===== config.mk =====
export PLATFORM = sky130hd
export DESIGN_NAME = rect_move_ctl_flat
export DESIGN_NICKNAME = d
export VERILOG_FILES = /design/src/rtl/rect_move_ctl_pkg.sv /design/src/rtl/vga_if.sv /design/src/rtl/rect_move_ctl_vblnk_edge_det.sv /design/src/rtl/rect_move_ctl.sv /design/src/flat_wrapper.sv
export SDC_FILE = /design/constraint.sdc
export NUM_CORES = 1
export LEC_CHECK = 0
export BUFFER_PORTS_ARGS = -buffer_cell sky130_fd_sc_hd__buf_4
export CORE_MARGIN = 3
export CORE_UTILIZATION = 53
export CTS_CLUSTER_DIAMETER = 150
export DETAILED_ROUTE_END_ITERATION = 16
export PLACE_DENSITY_LB_ADDON = 0.2
export SKIP_LAST_GASP = 1
export SLEW_MARGIN = 0
export SYNTH_ARGS = -nofsm -noshare
export SYNTH_HDL_FRONTEND = slang
export SYNTH_HIERARCHICAL = 1
export SYNTH_SLANG_ARGS = --single-unit

===== constraint.sdc =====
create_clock -name clk -period 6.3 [get_ports clk]
set_input_delay 1.26 -clock clk [delete_from_list [all_inputs] [get_ports clk]]
set_output_delay 1.26 -clock clk [all_outputs]
set_load 0.02 [all_outputs]

===== src/rtl/rect_move_ctl_pkg.sv =====
// rect_move_ctl_pkg: display geometry and the obstacle-motion state type.
package rect_move_ctl_pkg;
    localparam int HOR_PIXELS = 800;
    localparam int VER_PIXELS = 600;
    typedef enum logic [1:0] {IDLE, ARMED, RUN, HALT} rect_move_state_t;
endpackage


===== src/rtl/vga_if.sv =====
// vga_if: timing bus between display pipeline stages; this slice carries vblnk only.
interface vga_if;
    logic vblnk;
    modport in (input vblnk);
    modport out (output vblnk);
endinterface


===== src/rtl/rect_move_ctl_vblnk_edge_det.sv =====
// vblnk_edge_det: registers vblnk and emits a one-cycle pulse on its rising edge.
module vblnk_edge_det (
    input  logic clk,
    input  logic rst,
    input  logic level_i,
    output logic pulse_o
);
    logic level_q;
    always_ff @(posedge clk) begin
        if (rst) level_q <= 1'b0;
        else     level_q <= level_i;
    end
    assign pulse_o = level_i & ~level_q;
endmodule


===== src/rtl/rect_move_ctl.sv =====
// rect_move_ctl: frame-aligned horizontal obstacle mover; wraps at the edges by default,
// bounces when RECT_MOVE_BOUNCE_EN is defined.
module rect_move_ctl
    import rect_move_ctl_pkg::*;
#(
    parameter int RECT_W = 100,
    parameter int X_INIT = 0,
    parameter int Y_INIT = 250
) (
    input  logic        clk,
    input  logic        rst,
    vga_if.in           vga_in,
    input  logic        start,
    input  logic        stop,
    input  logic        load,
    input  logic [11:0] x_load,
    input  logic [11:0] y_load,
    input  logic [3:0]  speed,
    output logic [11:0] xpos_rect,
    output logic [11:0] ypos_rect,
    output logic        moving,
    output logic        dir_left
);
    localparam logic [12:0] XMAX = 13'(HOR_PIXELS - RECT_W);
    rect_move_state_t state_q, state_d;
    logic [11:0] x_q, x_d, y_q, y_d;
    logic        dir_q, dir_d, tick;
    logic [12:0] x13, spd13, sum, dif;

    vblnk_edge_det u_edge (.clk(clk), .rst(rst), .level_i(vga_in.vblnk), .pulse_o(tick));

    always_ff @(posedge clk) begin
        if (rst) begin
            state_q <= IDLE;
            x_q     <= 12'(X_INIT);
            y_q     <= 12'(Y_INIT);
            dir_q   <= 1'b0;
        end else begin
            state_q <= state_d;
            x_q     <= x_d;
            y_q     <= y_d;
            dir_q   <= dir_d;
        end
    end

    always_comb begin
        state_d = state_q;
        case (state_q)
            IDLE:  state_d = (start && !stop) ? ARMED : IDLE;
            ARMED: state_d = stop ? IDLE : (tick ? RUN : ARMED);
            RUN:   state_d = stop ? HALT : RUN;
            HALT:  state_d = tick ? IDLE : HALT;
            default: state_d = IDLE;
        endcase
        if (load) state_d = IDLE;
    end

    // Differences are 13 b so an underflow shows up in the compare before truncation.
    always_comb begin
        x13   = {1'b0, x_q};
        spd13 = {9'b0, speed};
        sum   = x13 + spd13;
        dif   = x13 - spd13;
        x_d   = x_q;
        y_d   = y_q;
        dir_d = dir_q;
        if (load) begin
            x_d   = ({1'b0, x_load} > XMAX) ? XMAX[11:0] : x_load;
            y_d   = y_load;
            dir_d = 1'b0;
        end else if (state_q == RUN && tick) begin
`ifdef RECT_MOVE_BOUNCE_EN
            if (!dir_q) {dir_d, x_d} = (sum >= XMAX) ? {1'b1, XMAX[11:0]} : {1'b0, sum[11:0]};
            else        {dir_d, x_d} = (x13 <= spd13) ? 13'd0 : {1'b1, dif[11:0]};
`else
            x_d = dir_q ? ((x13 < spd13) ? XMAX[11:0] : dif[11:0])
                        : ((sum > XMAX) ? 12'd0 : sum[11:0]);
`endif
        end
    end

    always_comb begin
        moving = (state_q == RUN) || (state_q == HALT);
    end

    assign xpos_rect = x_q;
    assign ypos_rect = y_q;
    assign dir_left  = dir_q;
endmodule


===== src/flat_wrapper.sv =====
// flat-port wrapper written by rule: the top's interface ports become plain ports
module rect_move_ctl_flat import rect_move_ctl_pkg::*;
#(
    parameter int RECT_W = 100,
    parameter int X_INIT = 0,
    parameter int Y_INIT = 250
)
  (clk, rst, start, stop, load, x_load, y_load, speed, xpos_rect, ypos_rect, moving, dir_left, vga_in_vblnk);
  vga_if vga_in_i ();
  input  logic clk;
  input  logic rst;
  input  logic start;
  input  logic stop;
  input  logic load;
  input  logic [11:0] x_load;
  input  logic [11:0] y_load;
  input  logic [3:0] speed;
  output logic [11:0] xpos_rect;
  output logic [11:0] ypos_rect;
  output logic moving;
  output logic dir_left;
  input wire logic [$bits(vga_in_i.vblnk)-1:0] vga_in_vblnk;
  assign vga_in_i.vblnk = vga_in_vblnk;
  rect_move_ctl #(.RECT_W(RECT_W), .X_INIT(X_INIT), .Y_INIT(Y_INIT)) u_core (.clk(clk), .rst(rst), .vga_in(vga_in_i), .start(start), .stop(stop), .load(load), .x_load(x_load), .y_load(y_load), .speed(speed), .xpos_rect(xpos_rect), .ypos_rect(ypos_rect), .moving(moving), .dir_left(dir_left));
endmodule

== After elaboration in Yosys (flattened, before gate mapping) ==
Cells that the tools add are included.

* Output and inout port bits: 26
* Bits in registers: 27
* Bits of input ports: 34
* Word-level logic and storage cells: 29

* Multiplexer cells: 10
* Equality and inequality tests: 3
* Bitwise operators: 2
* Magnitude comparators: 2
* Add/sub/neg operators: 1
* Reduce and logical (&&, ||, !) cells: 7

{| class="wikitable"
|+ Operators with widths
! kind !! count
|-
| $mux W12 || 4
|-
| $add A12 B4 Y13 || 1
|-
| $gt A13 B10 Y1 const B || 1
|-
| $gt A12 B10 Y1 const B || 1
|-
| $pmux W2 S4 || 1
|-
| $mux W2 || 3
|-
| $eq A2 B2 Y1 const B || 2
|-
| $eq A2 B1 Y1 const B || 1
|-
| $logic_and A1 B1 Y1 || 2
|-
| $logic_not A2 Y1 || 1
|-
| $mux W1 || 2
|-
| $reduce_bool A2 Y1 || 1
|-
| $reduce_or A2 Y1 || 1
|-
| $and A1 B1 Y1 || 1
|-
| $logic_not A1 Y1 || 1
|-
| $logic_or A1 B1 Y1 || 1
|-
| $not A1 Y1 || 1
|}

== Logic depth before layout (Yosys ltp) ==
Gate-level depths: netlist (run 1).

* Depth after elaboration: 5
* Depth in mapped cells: 10
* Depth with buffers taken out: 9

== By module ==
The synthesis (run 1) kept the hierarchy.

{| class="wikitable"
|+ Modules (own cells, without submodules)
! module !! times used !! area each (um^2) !! cells an instance !! sequential area each (um^2)
|-
| rect_move_ctl || 1 || 1586.5 || 168 || 520.5
|-
| vblnk_edge_det || 1 || 47.5 || 3 || 20.0
|}

== Worst setup path before layout (run 1) ==
No wires, ideal clock.

* Path kind: input to register
* Start point: input port speed[0]
* End point: register u_core.x_q[2] (netlist: u_core/xpos_rect[2])
* Path slack: 2.914 ns
* Buffers on the path: 1
* Data required time: 6.204 ns
* Stages on the path: 10
* Data arrival time: 3.290 ns
* Setup time: 0.096 ns
* Path through: ha_1 inv_1 fa_1 nand2b_1 a2111oi_4 nand3_2 a2111oi_2 nand2b_1 buf_6 o41ai_2

* Word-level cells in the longest chain between the ends: 5

{| class="wikitable"
|+ RTL lines
! what !! RTL line !! text
|-
| start: declaration || flat_wrapper.sv:17 || <nowiki>input logic [3:0] speed;</nowiki>
|-
| $add A12 B4 Y13 (*) || rect_move_ctl.sv:62 || <nowiki>sum = x13 + spd13;</nowiki>
|-
| $gt A13 B10 Y1 || rect_move_ctl.sv:77 || <nowiki>: ((sum > XMAX) ? 12'd0 : sum[11:0]);</nowiki>
|-
| $mux W12 (*) || rect_move_ctl.sv:77 ||
|-
| $mux W12 (*) || rect_move_ctl.sv:71 || <nowiki>end else if (state_q == RUN && tick) begin</nowiki>
|-
| $mux W12 (*) || rect_move_ctl.sv:67 || <nowiki>if (load) begin</nowiki>
|-
| end signal: assignment || rect_move_ctl.sv:35 || <nowiki>x_q <= 12'(X_INIT);</nowiki>
|-
| end: declaration || rect_move_ctl.sv:26 || <nowiki>logic [11:0] x_q, x_d, y_q, y_d;</nowiki>
|}

Every way passes the cells marked *; elsewhere a longest branch is shown, timed or not. The select of a mux whose other input is x is not followed.
A chain may end at the register's enable or synchronous reset.

== Worst setup path in the final report (run 1) ==
* Start point: input port speed[0]
* End point: register u_core.x_q[1] (netlist: u_core/xpos_rect[1])

Same word-level chain as after synthesis.

==> results of run 1 <==
## how the worst max path moves through the flow
| stage | end | from | slack [ns] |
|---|---|---|---|
| 6_report | u_core/xpos_rect[1]$_SDFFE_PP0P_ | speed[0] | 2.77 |
| 4_1_cts | u_core/xpos_rect[1]$_SDFFE_PP0P_ | speed[0] | 2.80 |
| 2_1_floorplan | u_core/xpos_rect[2]$_SDFFE_PP0P_ | speed[0] | 2.91 |
| 5_1_grt | u_core/xpos_rect[5]$_SDFFE_PP0P_ | speed[0] | 2.57 |
| 3_5_place_dp | u_core/xpos_rect[1]$_SDFFE_PP0P_ | speed[0] | 2.44 |
| 3_3_place_gp | u_core/xpos_rect[6]$_SDFFE_PP0P_ | speed[0] | 2.58 |
## power groups by stage
stage          clock (mW)  combinational (mW)  sequential (mW)
2_1_floorplan           0              0.0457            0.200
3_3_place_gp            0              0.0906            0.191
3_5_place_dp            0              0.0937            0.191
4_1_cts            0.0797              0.0940            0.188
5_1_grt            0.0851               0.102            0.189
6_report           0.0773              0.0944            0.188
## registers in the layout (all words and copies together) (netlist names)
name	flops
u_core/state_q	2
u_core/u_edge/level_q	1
u_core/xpos_rect	12
u_core/ypos_rect	12
## routing by layer
metal	vias up	global-route usage, %	share of wire [%]
met5	-	0	0
met4	0	3.939	0.99
met3	6	5.451	6.5
met2	55	39.01	51
met1	683	27.42	42
li1	728	-	-
## final cells by class
cell class / instances / area [um^2]
Clock buffer: 3 / 22.52
Clock inverter: 1 / 7.507
Fill cell: 227 / 770.7
Inverter: 8 / 30.03
Multi-Input combinational cell: 125 / 1007
Sequential cell: 27 / 540.5
Tap cell: 31 / 38.79
Timing Repair Buffer: 58 / 435.4
## metrics by stage
stage | total power, mW | worst slack [ns]
6_report | 0.3593 | 2.771
5_1_grt | 0.3761 | 2.574
4_1_cts | 0.3614 | 2.797
3_5_place_dp | 0.2849 | 2.441
3_3_place_gp | 0.2814 | 2.578
2_1_floorplan | 0.2454 | 2.914
## worst min-delay path: cells and delay by family, from the launching register on
kind	cells	cell delay, ns
multiplexers	1	0.07
flip-flops	1	0.36
AND/OR/NAND/NOR	1	0.08
## cells in the final DEF (no fill, tap or decap), drive strengths merged, types with 2 or more instances in the layout
master,count
a21o,3
nor2b,12
o31ai,3
mux2i,7
nor2,13
nand2,5
nand2b,2
buf,58
a22oi,5
nor4,2
nand4b,2
o21ai,6
clkbuf,3
and2,3
nand3,3
a21oi,9
inv,8
a2111oi,2
xor2,2
o21a,3
nor3,3
o32ai,5
dfxtp,27
ha,4
xnor2,4
a211oi,4
a211o,8
a311o,2
and3,2
## logic make-up after synthesis
logic type,Yosys count
AO/OA/AOI/OAI,54
AND/OR/NAND/NOR,52
flip-flops,27
buffers and inverters,19
multiplexers,7
XOR/XNOR,6
adder cells (fa/ha/maj),5
other,1
==> run metrics, run 1 <==
Max Root-Sink Buffers=2; WP data required=approximately 6.6 ns; final slew viol count=0; DP Cell Count=about 250; status=completed; CORE AREA=between 2000 and 3000 um^2; Async S/R FF share, synth=0%; max-slew headroom at the worst pin=about three fifths; drt first pass iters=4; Yosys reg bits=27; PortBufs=58; VDD IR max=roughly 0.16 mV; static leakage=around 0.90 nW; placed cell areas=roughly 2000 um^2; gr usage total=between 20% and 30%; top-area cell type share of the netlist area=about 33%; Hold Crit Class=reg -> reg; hold_sp=u_core/ypos_rect[11]$_SDFFE_PP0P_; Sink Count=27; WP depth=10; Seq/Total Area, Yosys=between 30 and 40%; Netlist cell types=49; Hold Fails Final Rpt=0; Combinational Power Share=around a quarter; first-pass GRT wire length=6361 um; most common cell in the netlist=dfxtp_1; Synth area leaders=dfxtp_1 33%, o32ai_2 5.0%, a211o_1 4.3%, mux2i_1 4.3%, nor2b_1 3.8%; Synth Area in Adders=between 4 and 5%; crit path max fanout=9; Post-synth EDFFs=0; critical-path cell list=buf_4 > ha_1 > inv_1 > fa_1 > nand2b_1 > a2111oi_4 > nand3_2 > a2111oi_2 > nand2b_1 > o32ai_2; Synth warnings=6; Final #Nets=about 260; std cell rows=19; hold buffer count at cts=0; Sw Share=between 30% and 40%; worst reg2reg path depth=9; Setup violations, final=0; largest family of logic cells by synthesized area=compound AO/OA/AOI/OAI gates; Routed Antenna Nets=0; routed wire length=between 4000 and 5000 um; DRT iter0 DRCs=95; Final min period=3.529 ns; CP peak stage delay=~0.41 ns; RSZ-0062 raised after global routing=no; Synth Area in XOR/XNOR=under 10%; Worst Path Arrival=roughly 3.8 ns; Vias/cell=around 5.8; worst-margin pin slew=between 0.5 and 0.6 ns; largest net degree at the start of global routing=33; final core utilization=between 70 and 80%; hold slack=0.5245 ns; reg-to-reg setup timing slack=3.36 ns; CTS tree=built; Num CTS Buffers=3; Internal=roughly 0.25 mW; max_cap viols=0; final cell count without fillers=between 200 and 300; Peak Freq=roughly 0.28 GHz; ant diodes=0; vias post-DR=between 1000 and 1500; cell area power density=172.6 nW/um^2; Commonest cells post-synth=27 x dfxtp_1, 13 x nor2_1, 10 x nor2b_1, 9 x a21oi_1; Worst-path clk slew=roughly 0.15 ns; Die ar.=about 3800 um^2; Hold EP=u_core/ypos_rect[11]$_SDFFE_PP0P_; slowest cell on the critical path=a2111oi_2; hpwl dp=between 3000 and 4000 um; most used flip-flop cell after synthesis=dfxtp_1; Mapped Cells=roughly 170; Compound-Gate Fraction of Synth Area=just over 30%; Die W=around 60 um; crit path launch type=primary input; CP Class=in -> reg; most prevalent standard cell on the critical path=nand2b_1; cell taking the most area after synthesis=dfxtp_1; total gr overflow=0; clock skew=~0.0047 ns; Psw=approximately 0.11 mW; syn_nets=210; setup total negative slack=0 ns; number of global-route vias before repair=about 1400; sequential share of power=~52%; worst-skew pair later-pin latency=~0.33 ns; Die Y=61.53 um; clock root buffer master=clkbuf_4; gp weighted congestion=0.8568; worst r2r dst=u_core/xpos_rect[1]$_SDFFE_PP0P_; Critical Path End Type=flop; hold path cells=2; final instance area=approximately 2100 um^2; multiplexer area fraction after synthesis=approximately 4.3%; Worst R2R Start=u_core/xpos_rect[0]$_SDFFE_PP0P_; Largest delay share family, worst path=compound AO/OA/AOI/OAI gates; CP Buf/Inv Count=2; period utilization=56.01%; per-cell routed wire length=roughly 16 um; post-cts sizing count=0; Initial Util=between 50% and 60%; cell area after synthesis=between 1500 and 2000 um^2; DR DRC count=0; H-tree Lvls=1; Syn Area/Cell=about 9.6 um^2; post-CTS setup buffers=0; share of total power in the clock network=21.5%; Layout area overhead=27.41%; share of post-route cells with drive strength above 1=a little under two fifths; I/O Pins=60; Post-Synth Simple-Gate Area=about a fifth; antenna violations before repair=0
Power figures use the tool's default switching activity.
==> run 2: changes to the inputs <==
--- a/config.mk
+++ b/config.mk
@@ -5,9 +5,10 @@
 export SDC_FILE = /design/constraint.sdc
 export NUM_CORES = 1
 export LEC_CHECK = 0
+export ABC_AREA = 1
 export BUFFER_PORTS_ARGS = -buffer_cell sky130_fd_sc_hd__buf_4
 export CORE_MARGIN = 3
-export CORE_UTILIZATION = 53
+export CORE_UTILIZATION = 49
 export CTS_CLUSTER_DIAMETER = 150
 export DETAILED_ROUTE_END_ITERATION = 16
 export PLACE_DENSITY_LB_ADDON = 0.2
==> constraint.sdc (replaced) <==
create_clock -name clk -period 3.37 [get_ports clk]
set_input_delay 0.674 -clock clk [delete_from_list [all_inputs] [get_ports clk]]
set_output_delay 0.674 -clock clk [all_outputs]
set_load 0.02 [all_outputs]
==> run metrics, run 2 <==
status=completed; Die Y=64.61 um (+5.0%); Commonest cells post-synth=60 x nand2_1, 40 x nor2_1, 37 x nand3_1, 34 x inv_1, 27 x dfxtp_1; largest net degree at the start of global routing=23 (-30%); Post-synth EDFFs=0 (unchanged); number of global-route vias before repair=1720 (+22%); hpwl dp=3361 um (+5.8%); vias post-DR=1850 (+26%); Post-Synth Simple-Gate Area=39.70% (+21 points); static leakage=1.089 nW (+21%); Num CTS Buffers=3 (unchanged); Setup violations, final=0 (unchanged); final slew viol count=0 (unchanged); Final min period=approximately 2.4 ns; drt first pass iters=4 (unchanged); Die W=64.61 um (+5.0%); CTS tree=built; WP data required=3.63 ns (-2.92 ns); crit path launch type=primary input; CP Class=in -> reg; Synth Area in Adders=4.164% (-0.12 points); Final #Nets=365 (+39%); Syn Area/Cell=6.210 um^2 (-35%); Vias/cell=5.014 (-14%); VDD IR max=0.2308 mV (+40%); worst-skew pair later-pin latency=0.32 ns (about the same); Setup WS post-layout=1.008 ns (-1.763 ns); Die ar.=4174 um^2 (+10%); H-tree Lvls=1 (unchanged); most common cell in the netlist=nand2_1; hold slack=0.4794 ns (-0.04514 ns); cell area power density=322.2 nW/um^2 (+87%); final cell count without fillers=369 (+46%); Synth Area in XOR/XNOR=1.561% (-1.7 points); cell area after synthesis=1683 um^2 (+3.0%); M1 WL=1867 um (+10%); Critical Path End Type=flop; DP Worst Slack=0.6806 ns (-1.761 ns); DP Cell Count=365 (+47%); clock skew=0.005810 ns (+0.001077 ns); top-area cell type share of the netlist area=32.12% (-0.96 points); PortBufs=58 (unchanged); met2 wire len=1991 um (-2.4%); DR DRC count=0 (unchanged); Synth area leaders=dfxtp_1 32%, nand2_1 13%, nand3_1 11%, nor2_1 8.9%, inv_1 7.6%; Worst Path Arrival=2.62 ns (-1.16 ns); RSZ-0062 raised after global routing=no; Sink Count=27 (unchanged); hold buffer count at cts=0 (unchanged); ant diodes=0 (unchanged); DRT iter0 DRCs=130 (+37%); gr usage total=21.17% (-0.94 points); Routed Antenna Nets=0 (unchanged); Netlist cell types=31 (-37%); routed wire length=4241 um (+5.0%); largest family of logic cells by synthesized area=simple AND/OR/NAND/NOR gates; Worst-path clk slew=0.14 ns (about the same); uppermost layer routed=met4; share of post-route cells with drive strength above 1=22.15% (-15 points); syn_nets=310 (+48%); CORE AREA=3153 um^2 (+11%); antenna violations before repair=0 (unchanged); multiplexer area fraction after synthesis=0% (-4.3 points); gp weighted congestion=0.8580 (+0.14%); Compound-Gate Fraction of Synth Area=11.60% (-19 points); crit path max fanout=10 (+1); Yosys reg bits=27 (unchanged); Hold Crit Class=reg -> reg; Synth warnings=6 (unchanged); Async S/R FF share, synth=0% (unchanged); Max Root-Sink Buffers=2 (unchanged); post-cts sizing count=0 (unchanged); Peak Freq=between 0.4 and 0.5 GHz; post-CTS setup buffers=0 (unchanged); period utilization=70.08%; total gr overflow=0 (unchanged); most frequent cells in the layout=60 x buf_4, 60 x nand2_1, 40 x nor2_1, 37 x nand3_1, 34 x inv_1; per-cell routed wire length=11.49 um (-28%); final core utilization=68.97% (-4.0 points); I/O Pins=60 (unchanged); Seq/Total Area, Yosys=32.12% (-0.96 points); Met3 Wirelength=367 um (+41%); cell taking the most area after synthesis=dfxtp_1; std cell rows=20 (+1); max_cap viols=0 (unchanged); Initial Util=53.37% (-3.9 points); Mapped Cells=271 (+58%); clock root buffer master=clkbuf_4; Hold Fails Final Rpt=0 (unchanged); setup total negative slack=0 ns (unchanged); Layout area overhead=29.22%; most used flip-flop cell after synthesis=dfxtp_1; first-pass GRT wire length=7224 um (+14%)
-- run 2: path summary, 6_finish.rpt --
check                                                 startpoint  slack, ns                               end  cells after the start
worst min-delay path            u_core/ypos_rect[7]$_SDFFE_PP1P_       0.48  u_core/ypos_rect[7]$_SDFFE_PP1P_                      2
worst max-delay path                                    speed[0]       1.01  u_core/xpos_rect[3]$_SDFFE_PP0P_                     14
worst max register to register  u_core/xpos_rect[0]$_SDFFE_PP0P_       1.02  u_core/xpos_rect[3]$_SDFFE_PP0P_                     13
worst min register to register  u_core/ypos_rect[7]$_SDFFE_PP1P_       0.48  u_core/ypos_rect[7]$_SDFFE_PP1P_                      2
-- run 2: area by class of cell --
type                    instances  area (um^2)
fillers                       309        978.4
multi-input cells             198        963.4
flip-flops and latches         27        540.5
repair buffers                 60        450.4
inverters                      36        135.1
well taps                      44        55.05
clock buffers                   3        22.52
clock inverters                 1        7.507
-- run 2: metal layers --
| layer | vias to the layer above | global-route usage [%] |
|---|---|---|
| met5 | - | 0 |
| met4 | 0 | 4.749 |
| met3 | 2 | 4.853 |
| met2 | 68 | 36.21 |
| met1 | 804 | 27.03 |
| li1 | 976 | - |
-- run 2: report_power, final --
part / total (mW) / switching, mW / internal, mW / leakage (nW)
logic: 0.202 / 0.114 / 0.0874 / 0.852
clock network: 0.143 / 0.0972 / 0.0453 / 0.0139
registers: 0.356 / 0.0176 / 0.339 / 0.223
-- run 2: logic make-up (layout without fill, tap and decap cells) --
group,after synthesis,after routing
other cells,1,1
fa+ha+maj,5,5
simple gates,153,153
xor+xnor,3,3
compound gates,36,36
flops,27,27
buf+inv,46,100
-- run 2: critical path, stage by stage --
cell and delay [ns]:
buf_4 0.08, ha_1 0.20, inv_1 0.07, fa_1 0.38
inv_1 0.09, nand3_1 0.10, nand2_2 0.12, nand2_2 0.08
nor2_2 0.08, nand2_1 0.05, o21a_1 0.19, nor2_4 0.24
nand3_1 0.12, a21oi_1 0.14
-- run 2: through the flow --
stage	area (um^2)	total power, mW
after floorplan	1683	0.4814
after global placement	2145	0.5607
after detailed placement	2145	0.5641
after CTS	2175	0.7058
after global routing	2175	0.7464
final	2175	0.7007
